## config.mk

```make
export PLATFORM = sky130hd
export DESIGN_NAME = square_share_flat
export DESIGN_NICKNAME = d
export VERILOG_FILES = /design/src/rtl/square_share_if.sv /design/src/rtl/square_share.sv /design/src/flat_wrapper.sv
export SDC_FILE = /design/constraint.sdc
export NUM_CORES = 1
export LEC_CHECK = 0
export ABC_AREA = 1
export BUFFER_PORTS_ARGS = -buffer_cell sky130_fd_sc_hd__buf_2
export CORE_MARGIN = 4
export CORE_UTILIZATION = 53
export DETAILED_ROUTE_END_ITERATION = 7
export HOLD_SLACK_MARGIN = 0.06
export PLACE_DENSITY = 0.76
export SLEW_MARGIN = 25
export SYNTH_ARGS = -nofsm -noshare
export SYNTH_HDL_FRONTEND = slang
export SYNTH_SLANG_ARGS = --single-unit
```

## constraint.sdc

```tcl
create_clock -name clk -period 5.8 [get_ports clk]
set_input_delay 0.58 -clock clk [delete_from_list [all_inputs] [get_ports clk]]
set_output_delay 0.58 -clock clk [all_outputs]
set_load 0.02 [all_outputs]
```

## src/rtl/square_share_if.sv

```systemverilog
// ---------------------------------------------------------------------------
// square_share_if
// Bundles the requester-side and result-side handshake of square_share.
//
//   req_valid [NREQ]    per-requester request
//   req_v     [8*NREQ]  operands, requester k in bits [8k+7:8k]
//   req_ready [NREQ]    one-hot grant/accept strobe
//   res_valid           result available
//   res_id    [3]       requester that owns the result
//   res_v2    [11]      approximate square (v*v)>>5
//   res_ready           result consumer accept
//   busy                arbiter not idle
//
// Modports: master = requesters/consumer side, slave = square_share.
// ---------------------------------------------------------------------------
interface square_share_if #(
    parameter int NREQ = 4
);
    logic [NREQ-1:0]   req_valid;
    logic [8*NREQ-1:0] req_v;
    logic [NREQ-1:0]   req_ready;
    logic              res_valid;
    logic [2:0]        res_id;
    logic [10:0]       res_v2;
    logic              res_ready;
    logic              busy;

    modport master (
        output req_valid, req_v, res_ready,
        input  req_ready, res_valid, res_id, res_v2, busy
    );

    modport slave (
        input  req_valid, req_v, res_ready,
        output req_ready, res_valid, res_id, res_v2, busy
    );
endinterface

```

## src/rtl/square_share.sv

```systemverilog
// ---------------------------------------------------------------------------
// square_share
// Round-robin arbiter that time-shares one pipelined 8-bit squarer between
// NREQ requesters. One operation is in flight at a time:
// IDLE (grant) -> CALC (LAT cycles) -> RESULT (hold until res_ready) -> IDLE.
//
// Ports:
//   clk       sole clock, posedge
//   rst       synchronous active-high reset
//   bus       square_share_if.slave (request/grant and result handshake)
//   stat_sel  [3]  (SQUARE_SHARE_STATS_EN only) counter select
//   stat_cnt  [16] (SQUARE_SHARE_STATS_EN only) grants to requester stat_sel,
//                  saturating, one cycle read latency
//
// Parameters: NREQ (2..8) requesters, LAT (1..4) squarer result stages.
// Optional feature macro: SQUARE_SHARE_STATS_EN.
// ---------------------------------------------------------------------------

// Shared squarer: LAT register stages computing (v*v)>>5 from a held operand.
module square_approx #(
    parameter int LAT = 1
) (
    input  logic        clk,
    input  logic        rst,
    input  logic [7:0]  v,
    output logic [10:0] sq
);
    logic [10:0] r_pipe [LAT];
    logic [10:0] w_sq_comb;

    assign w_sq_comb = 11'((16'(v) * 16'(v)) >> 5);

    always_ff @(posedge clk) begin
        if (rst) begin
            for (int i = 0; i < LAT; i++) begin
                r_pipe[i] <= '0;
            end
        end else begin
            r_pipe[0] <= w_sq_comb;
            for (int i = 1; i < LAT; i++) begin
                r_pipe[i] <= r_pipe[i-1];
            end
        end
    end

    assign sq = r_pipe[LAT-1];
endmodule

module square_share #(
    parameter int NREQ = 4,
    parameter int LAT  = 1
) (
    input  logic          clk,
    input  logic          rst,
`ifdef SQUARE_SHARE_STATS_EN
    input  logic [2:0]    stat_sel,
    output logic [15:0]   stat_cnt,
`endif
    square_share_if.slave bus
);
    typedef enum logic [1:0] {
        S_IDLE   = 2'd0,
        S_CALC   = 2'd1,
        S_RESULT = 2'd2
    } state_t;

    state_t      r_state;
    state_t      w_state_next;
    logic [2:0]  r_cnt;
    logic [2:0]  w_cnt_next;
    logic [2:0]  r_last;
    logic [2:0]  r_id;
    logic [7:0]  r_op;

    logic [7:0]      w_vld8;
    logic [3:0]      w_idx;
    logic            w_any;
    logic [2:0]      w_win;
    logic            w_grant;
    logic [NREQ-1:0] w_gnt;
    logic [7:0]      w_op;
    logic [10:0]     w_sq;

    // Padded to 8 bits so a 3-bit index always fits the vector exactly.
    assign w_vld8 = 8'(bus.req_valid);

    // Round-robin search starting one past the last winner; the first hit
    // in rotation order wins, later hits are ignored.
    always_comb begin
        w_any = 1'b0;
        w_win = r_last;
        w_idx = '0;
        for (int d = 1; d <= NREQ; d++) begin
            w_idx = {1'b0, r_last} + 4'(d);
            if (w_idx >= 4'(NREQ)) begin
                w_idx = w_idx - 4'(NREQ);
            end
            if (!w_any && w_vld8[w_idx[2:0]]) begin
                w_any = 1'b1;
                w_win = w_idx[2:0];
            end
        end
    end

    // Grants are suppressed while rst is high so no strobe is ever issued
    // for a request that the reset edge will throw away.
    assign w_grant = (r_state == S_IDLE) && w_any && !rst;
    assign w_gnt   = w_grant ? ({{(NREQ-1){1'b0}}, 1'b1} << w_win) : '0;
    assign w_op    = 8'(bus.req_v >> {w_win, 3'b000});

    // Next-state logic
    always_comb begin
        w_state_next = r_state;
        w_cnt_next   = r_cnt;
        case (r_state)
            S_IDLE: begin
                if (w_grant) begin
                    w_state_next = S_CALC;
                    w_cnt_next   = '0;
                end
            end
            S_CALC: begin
                if (r_cnt == 3'(LAT-1)) begin
                    w_state_next = S_RESULT;
                end else begin
                    w_cnt_next = r_cnt + 3'd1;
                end
            end
            S_RESULT: begin
                if (bus.res_ready) begin
                    w_state_next = S_IDLE;
                end
            end
            default: begin
                w_state_next = S_IDLE;
            end
        endcase
    end

    always_ff @(posedge clk) begin
        if (rst) begin
            r_state <= S_IDLE;
            r_cnt   <= '0;
            r_last  <= 3'(NREQ-1);
            r_id    <= '0;
            r_op    <= '0;
        end else begin
            r_state <= w_state_next;
            r_cnt   <= w_cnt_next;
            if (w_grant) begin
                r_last <= w_win;
                r_id   <= w_win;
                r_op   <= w_op;
            end
        end
    end

    // r_op only changes on a grant, so the squarer output is stable for the
    // whole RESULT phase without a separate result register.
    square_approx #(
        .LAT (LAT)
    ) u_square (
        .clk (clk),
        .rst (rst),
        .v   (r_op),
        .sq  (w_sq)
    );

    assign bus.req_ready = w_gnt;
    assign bus.res_valid = (r_state == S_RESULT);
    assign bus.res_id    = r_id;
    assign bus.res_v2    = w_sq;
    assign bus.busy      = (r_state != S_IDLE);

`ifdef SQUARE_SHARE_STATS_EN
    logic [15:0] w_stat [8];
    logic [15:0] r_stat_cnt;

    generate
        for (genvar gi = 0; gi < 8; gi++) begin : g_stat
            if (gi < NREQ) begin : g_cnt
                logic [15:0] r_grants;
                always_ff @(posedge clk) begin
                    if (rst) begin
                        r_grants <= '0;
                    end else if (w_grant && (w_win == 3'(gi)) && (r_grants != 16'hFFFF)) begin
                        r_grants <= r_grants + 16'd1;
                    end
                end
                assign w_stat[gi] = r_grants;
            end else begin : g_none
                assign w_stat[gi] = '0;
            end
        end
    endgenerate

    always_ff @(posedge clk) begin
        if (rst) begin
            r_stat_cnt <= '0;
        end else begin
            r_stat_cnt <= w_stat[stat_sel];
        end
    end

    assign stat_cnt = r_stat_cnt;
`endif
endmodule

```

## src/flat_wrapper.sv

```systemverilog
// flat-port wrapper written by rule: the top's interface ports become plain ports
module square_share_flat 
#(
    parameter int NREQ = 4,
    parameter int LAT  = 1
)
  (clk, rst, bus_req_valid, bus_req_v, bus_res_ready, bus_req_ready, bus_res_valid, bus_res_id, bus_res_v2, bus_busy);
  square_share_if #(.NREQ(NREQ)) bus_i ();
  input  logic clk;
  input  logic rst;
  input wire logic [$bits(bus_i.req_valid)-1:0] bus_req_valid;
  input wire logic [$bits(bus_i.req_v)-1:0] bus_req_v;
  input wire logic [$bits(bus_i.res_ready)-1:0] bus_res_ready;
  output wire logic [$bits(bus_i.req_ready)-1:0] bus_req_ready;
  output wire logic [$bits(bus_i.res_valid)-1:0] bus_res_valid;
  output wire logic [$bits(bus_i.res_id)-1:0] bus_res_id;
  output wire logic [$bits(bus_i.res_v2)-1:0] bus_res_v2;
  output wire logic [$bits(bus_i.busy)-1:0] bus_busy;
  assign bus_i.req_valid = bus_req_valid;
  assign bus_i.req_v = bus_req_v;
  assign bus_i.res_ready = bus_res_ready;
  assign bus_req_ready = bus_i.req_ready;
  assign bus_res_valid = bus_i.res_valid;
  assign bus_res_id = bus_i.res_id;
  assign bus_res_v2 = bus_i.res_v2;
  assign bus_busy = bus_i.busy;
  square_share #(.NREQ(NREQ), .LAT(LAT)) u_core (.clk(clk), .rst(rst), .bus(bus_i));
endmodule
```

# Word level (Yosys, flattened, before mapping)
# Memory sizes are Yosys's and may differ from the RTL's.
# Index checks and enable logic that the tools add are counted.
# Widths: inputs -> output; s select.
dict set report op_classes {
  div_mod_pow 0
  addsub 9
  n_eq_ne 6
  order_cmp 8
  bitwise_logic 0
  multipliers 1
  muxes 33
  reduce_logical 16
  n_shift 2
}
# op n
set op_table {}
lappend op_table {{$shr 32x6->8} 1}
lappend op_table {{$mux 3} 10}
lappend op_table {{$ge 4x3->1 const B} 4}
lappend op_table {{$lt 3x4->1 const B} 4}
lappend op_table {{$mul 8x8->16} 1}
lappend op_table {{$bmux 1 s3} 4}
lappend op_table {{$mux 1} 12}
lappend op_table {{$sub 3x3->3 const B} 4}
lappend op_table {{$mux 11} 1}
lappend op_table {{$reduce_or 11->1} 1}
lappend op_table {{$add 3x2->4 const B} 2}
lappend op_table {{$mux 2} 3}
lappend op_table {{$pmux 2 s3} 1}
lappend op_table {{$pmux 3 s2} 1}
lappend op_table {{$reduce_and 3->1} 2}
lappend op_table {{$logic_and 1x1->1} 5}
lappend op_table {{$add 3x1->4 const B} 1}
lappend op_table {{$add 3x3->4 const B} 1}
lappend op_table {{$logic_not 1->1} 4}
lappend op_table {{$mux 4} 1}
lappend op_table {{$ne 2x1->1 const B} 2}
lappend op_table {{$ne 2x2->1 const B} 2}
lappend op_table {{$reduce_bool 2->1} 2}
lappend op_table {{$shl 1x3->4 const A} 1}
lappend op_table {{other kinds (5)} 5}
dict set report totals {
  mem_bits_ro 0
  memories 1
  elab_cells 81
  output_inout_bits 20
  ff_bits 19
  latch_bits 0
  input_bits 39
  ram_bits 11
}
# memory depth word_bits read_ports rd_ports_with_merged_regs write_ports line_no
set memory_table {}
lappend memory_table {u_core.u_square.r_pipe 1 11 1 0 1 square_share.sv:28} ;# logic [10:0] r_pipe [LAT];

# Longest topological paths before layout
dict set report depth {
  depth_word 19
  depth_mapped 21
  ltp_nobuf 20
}

# Hierarchy
# From an unflattened synthesis, not the netlist that was laid out.
dict set report hier_totals {
  hier_cells 532
  hier_area_um2 3583.4
}
# mod cells_each seq_area_each_um2 instances area_each_um2
set by_module_without_submodules {}
lappend by_module_without_submodules {square_approx 306 220.2 1 2120.8}
lappend by_module_without_submodules {square_share 226 360.3 1 1462.7}

# Worst setup path before layout
# No wires, ideal clock.
dict set report synth_path {
  path_type {register -> register}
  from {register u_core.r_op[5]}
  to {memory u_core.u_square.r_pipe[0][7]}
  setup_time_ns 0.116
  arrival_time_ns 4.010
  stages_incl_launch_ff 20
  synth_period_minus_slack_ns 4.126
  t_required_ns 5.684
  setup_slack_ns 1.674
  path_buffers 1
  path_cell_list {dfxtp_1 clkbuf_1 nand2_1 inv_1 fa_1 fa_1 inv_1 fa_1 fa_1 inv_1 ha_1 a21oi_1 o21ai_0 a21o_1 nand2_1 nand2_1 a21boi_0 inv_1 nor2_1 nor2_1}
}
dict set report synth_between {
  elab_chain_len 2
}
# element line_no
set synth_rtl {}
lappend synth_rtl {{start, declared} square_share.sv:73} ;# logic [7:0] r_op;
lappend synth_rtl {{start signal, assigned} square_share.sv:153} ;# r_op <= w_op;
lappend synth_rtl {{$mul 8x8->16} square_share.sv:31} ;# assign w_sq_comb = 11'((16'(v) * 16'(v)) >> 5);
lappend synth_rtl {{$mux 11 (no source line)} n/a}
lappend synth_rtl {{end, declared} square_share.sv:28}
# Every way passes these cells.

# Worst setup path after layout
# Ends and elaborated chain as after synthesis.

==> results.md <==
* Status: finished, final reports clean
* Share of layout cells above drive strength 1 at between 10% and 20%
* Max Fanout on Critical Path at 11
* Critical Path AT at 4510 ps
* Slew Limit Fails at 0
* Synth Net Count at 558
* Root Driver: clkbuf_8
* Largest net degree at the start of global routing at 19
* Die area at 0.00743 mm2
* Max cap viols at 0
* Total number of vias at around 2.9k
* CP startpoint kind: flop
* Worst VDD drop at 0.271 mV
* Final setup viols at 0
* Crit-path slowest cell: fa_1
* FILL cells at around 580
* Synth top area share at between 10% and 20%
* Yosys top cell by area: dfxtp_1
* Setup TNS at 0 ps
* Pre-antenna DRT Iters at 4
* Critical Path Max Stage Delay at between 500 and 600 ps
* Worst Hold Class: flop to flop
* Most common cell in the netlist: nand2_1
* Most common flop cell mapped by yosys: dfxtp_1
* Vias in the first global route at 2886
* Post-synthesis sequential area ratio at 17.9%
* Mean Syn Cell Area at about 7 um2
* H-tree depth at 2
* Pwr Total at 1.58 mW
* Final Hold Viols at 0
* Number of synthesized register bits at 29
* Slew @ Worst Pin at 537 ps
* Std-Cell Rows at 28
* Post-CTS Hold Buffers at 0
* Tcrit/Tclk final at approximately 75%
* Dpl hpwl at ~5.7 mm
* RD Place Congestion at 0.888
* Layout area overhead at 12.3%
* Ranking of synthesized cells by area: dfxtp_1 (18%), fa_1 (15%), nand2_1 (13%)
* CORE AREA at 0.00592 mm2
* Pwr/cell area at 435 mW/mm2
* Storage cell area at 581 um2
* Routed Antenna Nets at 0
* RSZ-0062 raised after global routing: no
* F_max at ~0.23 GHz
* Area of the multi-input gates at between 0.002 and 0.0025 mm2
* Critical Path RT at 5980 ps
* DIE WIDTH at 86.2 um
* Min Tclk post-route at 4340 ps
* Post-synth EDFFs at 0
* TritonCTS clock tree: yes
* Gr usage total at 20.0%
* Max clock buf depth at 2
* Die Height at 86.2 um
* Initial Util at 54.7%
* Iteration-0 DRC count of the detailed router at 144
* Ys async rst share at 0%
* Grt ovf at 0
* Synth cell count leaders: nand2_1 (112), inv_1 (91), nand3_1 (47)
* PostCTS Resize Cnt at 0
* Number of buffers created by CTS at 5
* Clock latency on the worst-skew pair at 290 ps
* DR DRC count at 0
* Leak at ~2.2 nW
* Setup bufs post-CTS at 0
* PortBufs at between 50 and 60
* CTS clock-pin slew for the worst setup and hold paths at approximately 70 ps
* WL/cell at roughly 12 um
* Final wirelength at between 6 and 7 mm
* First-pass GRT wire length at between 10 and 15 mm
* Clk sinks at 29
* Critical path type: flop to flop
* Relative slew margins at 64.1%
* # diodes at 0
* IO Pins at 59
* Mapped cell area at roughly 0.0032 mm2
* CP Cell Sequence: nand2_1 > inv_1 > fa_1 > fa_1 > inv_1 > fa_1 > fa_1 > inv_1 > ha_1 > a21oi_1 > o21ai_0 > a21o_1 > nand2_1 > nand2_1 > a21boi_0 > inv_1 > nor2_1 > nor2_1
* Post-Syn Instances at about 460
* Nets at 610
* Initial antenna violation count at 0
* Synth Warn # at 0
* Post-synth cell types at 36
* Setup clock skew after layout at about 14 ps
* Post-DR vias/cell at 4.99
* Critical path endpoint category: flop
## power by group
group	total, mW	internal, mW	switching (mW)
Clock	0.174	0.0940	0.0803
Combinational	1.08	0.385	0.694
Sequential	0.327	0.258	0.0691
Total	1.58	0.737	0.844
## placed cells by master, fill, tap and decap left out, drive strengths merged, types with 3 or more instances in the layout
cell type | Yosys | final
o21a | 3 | 3
xor2 | 4 | 4
nand3 | 54 | 54
nor2 | 31 | 31
a21oi | 21 | 21
o211ai | 4 | 4
inv | 96 | 96
ha | 32 | 32
dfxtp | 29 | 29
clkbuf | 8 | 7
fa | 24 | 24
buf | 5 | 58
nand2 | 125 | 125
nor3 | 6 | 6
o21ai | 9 | 9
## worst paths after layout
| check | cells after the start | slack [ps] | endpoint | from |
|---|---|---|---|---|
| worst max register to register | 18 | 1460 | u_core.u_square.r_pipe[0][7] | u_core.r_op[5] |
| worst min-delay path | 2 | 450 | u_core.bus.res_id[1] | u_core.bus.res_id[1] |
| worst min register to register | 2 | 450 | u_core.bus.res_id[1] | u_core.bus.res_id[1] |
| worst max-delay path | 18 | 1460 | u_core.u_square.r_pipe[0][7] | u_core.r_op[5] |
## state kept, by name (all words and copies together), names as in the netlist
signal / count
u_core.u_square.r_pipe: 11
u_core.r_op: 8
u_core.bus.res_id: 3
u_core.r_cnt: 3
u_core.r_last: 2
u_core.r_state: 2
## through the flow
stage	cells	hold WS (ps)	setup slack (ps)	utilization (%)	cell area, um2
6_report	590	446	1460	61.4	3640
5_1_grt	590	501	1110	61.4	3640
4_1_cts	590	450	1460	61.4	3640
3_5_place_dp	583	435	1480	60.0	3550
3_3_place_gp	583	428	1630	60.0	3550
2_1_floorplan	463	456	1670	-	3240
## cell type report
cell class                 count  share of cell area [%]
timing repair buffer          58                    7.98
clock buffer                   7                    2.37
inverter                      96                    10.2
tap                           75                    2.58
sequential                    29                    16.0
multi-input combinational    325                    60.9
## cells by family after synthesis
logic type | Yosys count | share of synthesized area, %
AO/OA/AOI/OAI | 43 | 7.76
XOR/XNOR | 6 | 1.62
adder cells (fa/ha/maj) | 56 | 27.2
buffers and inverters | 109 | 13.7
flip-flops | 29 | 17.9
other | 1 | 0.116
AND/OR/NAND/NOR | 219 | 31.7
## critical path: cells and delay by family, from the launching register on
family,cells,cell delay [ps]
DFF,1,530
adders and majority gates,5,2370
AOI/OAI and AO/OA,4,620
and+or+nand+nor,5,420
buffers and inverters,4,260
## layer usage
layer / GRT usage [%] / vias to the layer above / share of wire [%]
met2: 37.0 / 40 / 51
met5: 0 / - / 0
li1: - / 1531 / -
met3: 3.33 / 9 / 3.2
met1: 24.0 / 1362 / 44
met4: 5.24 / 0 / 1.3
(Power assumes the default switching activity.)
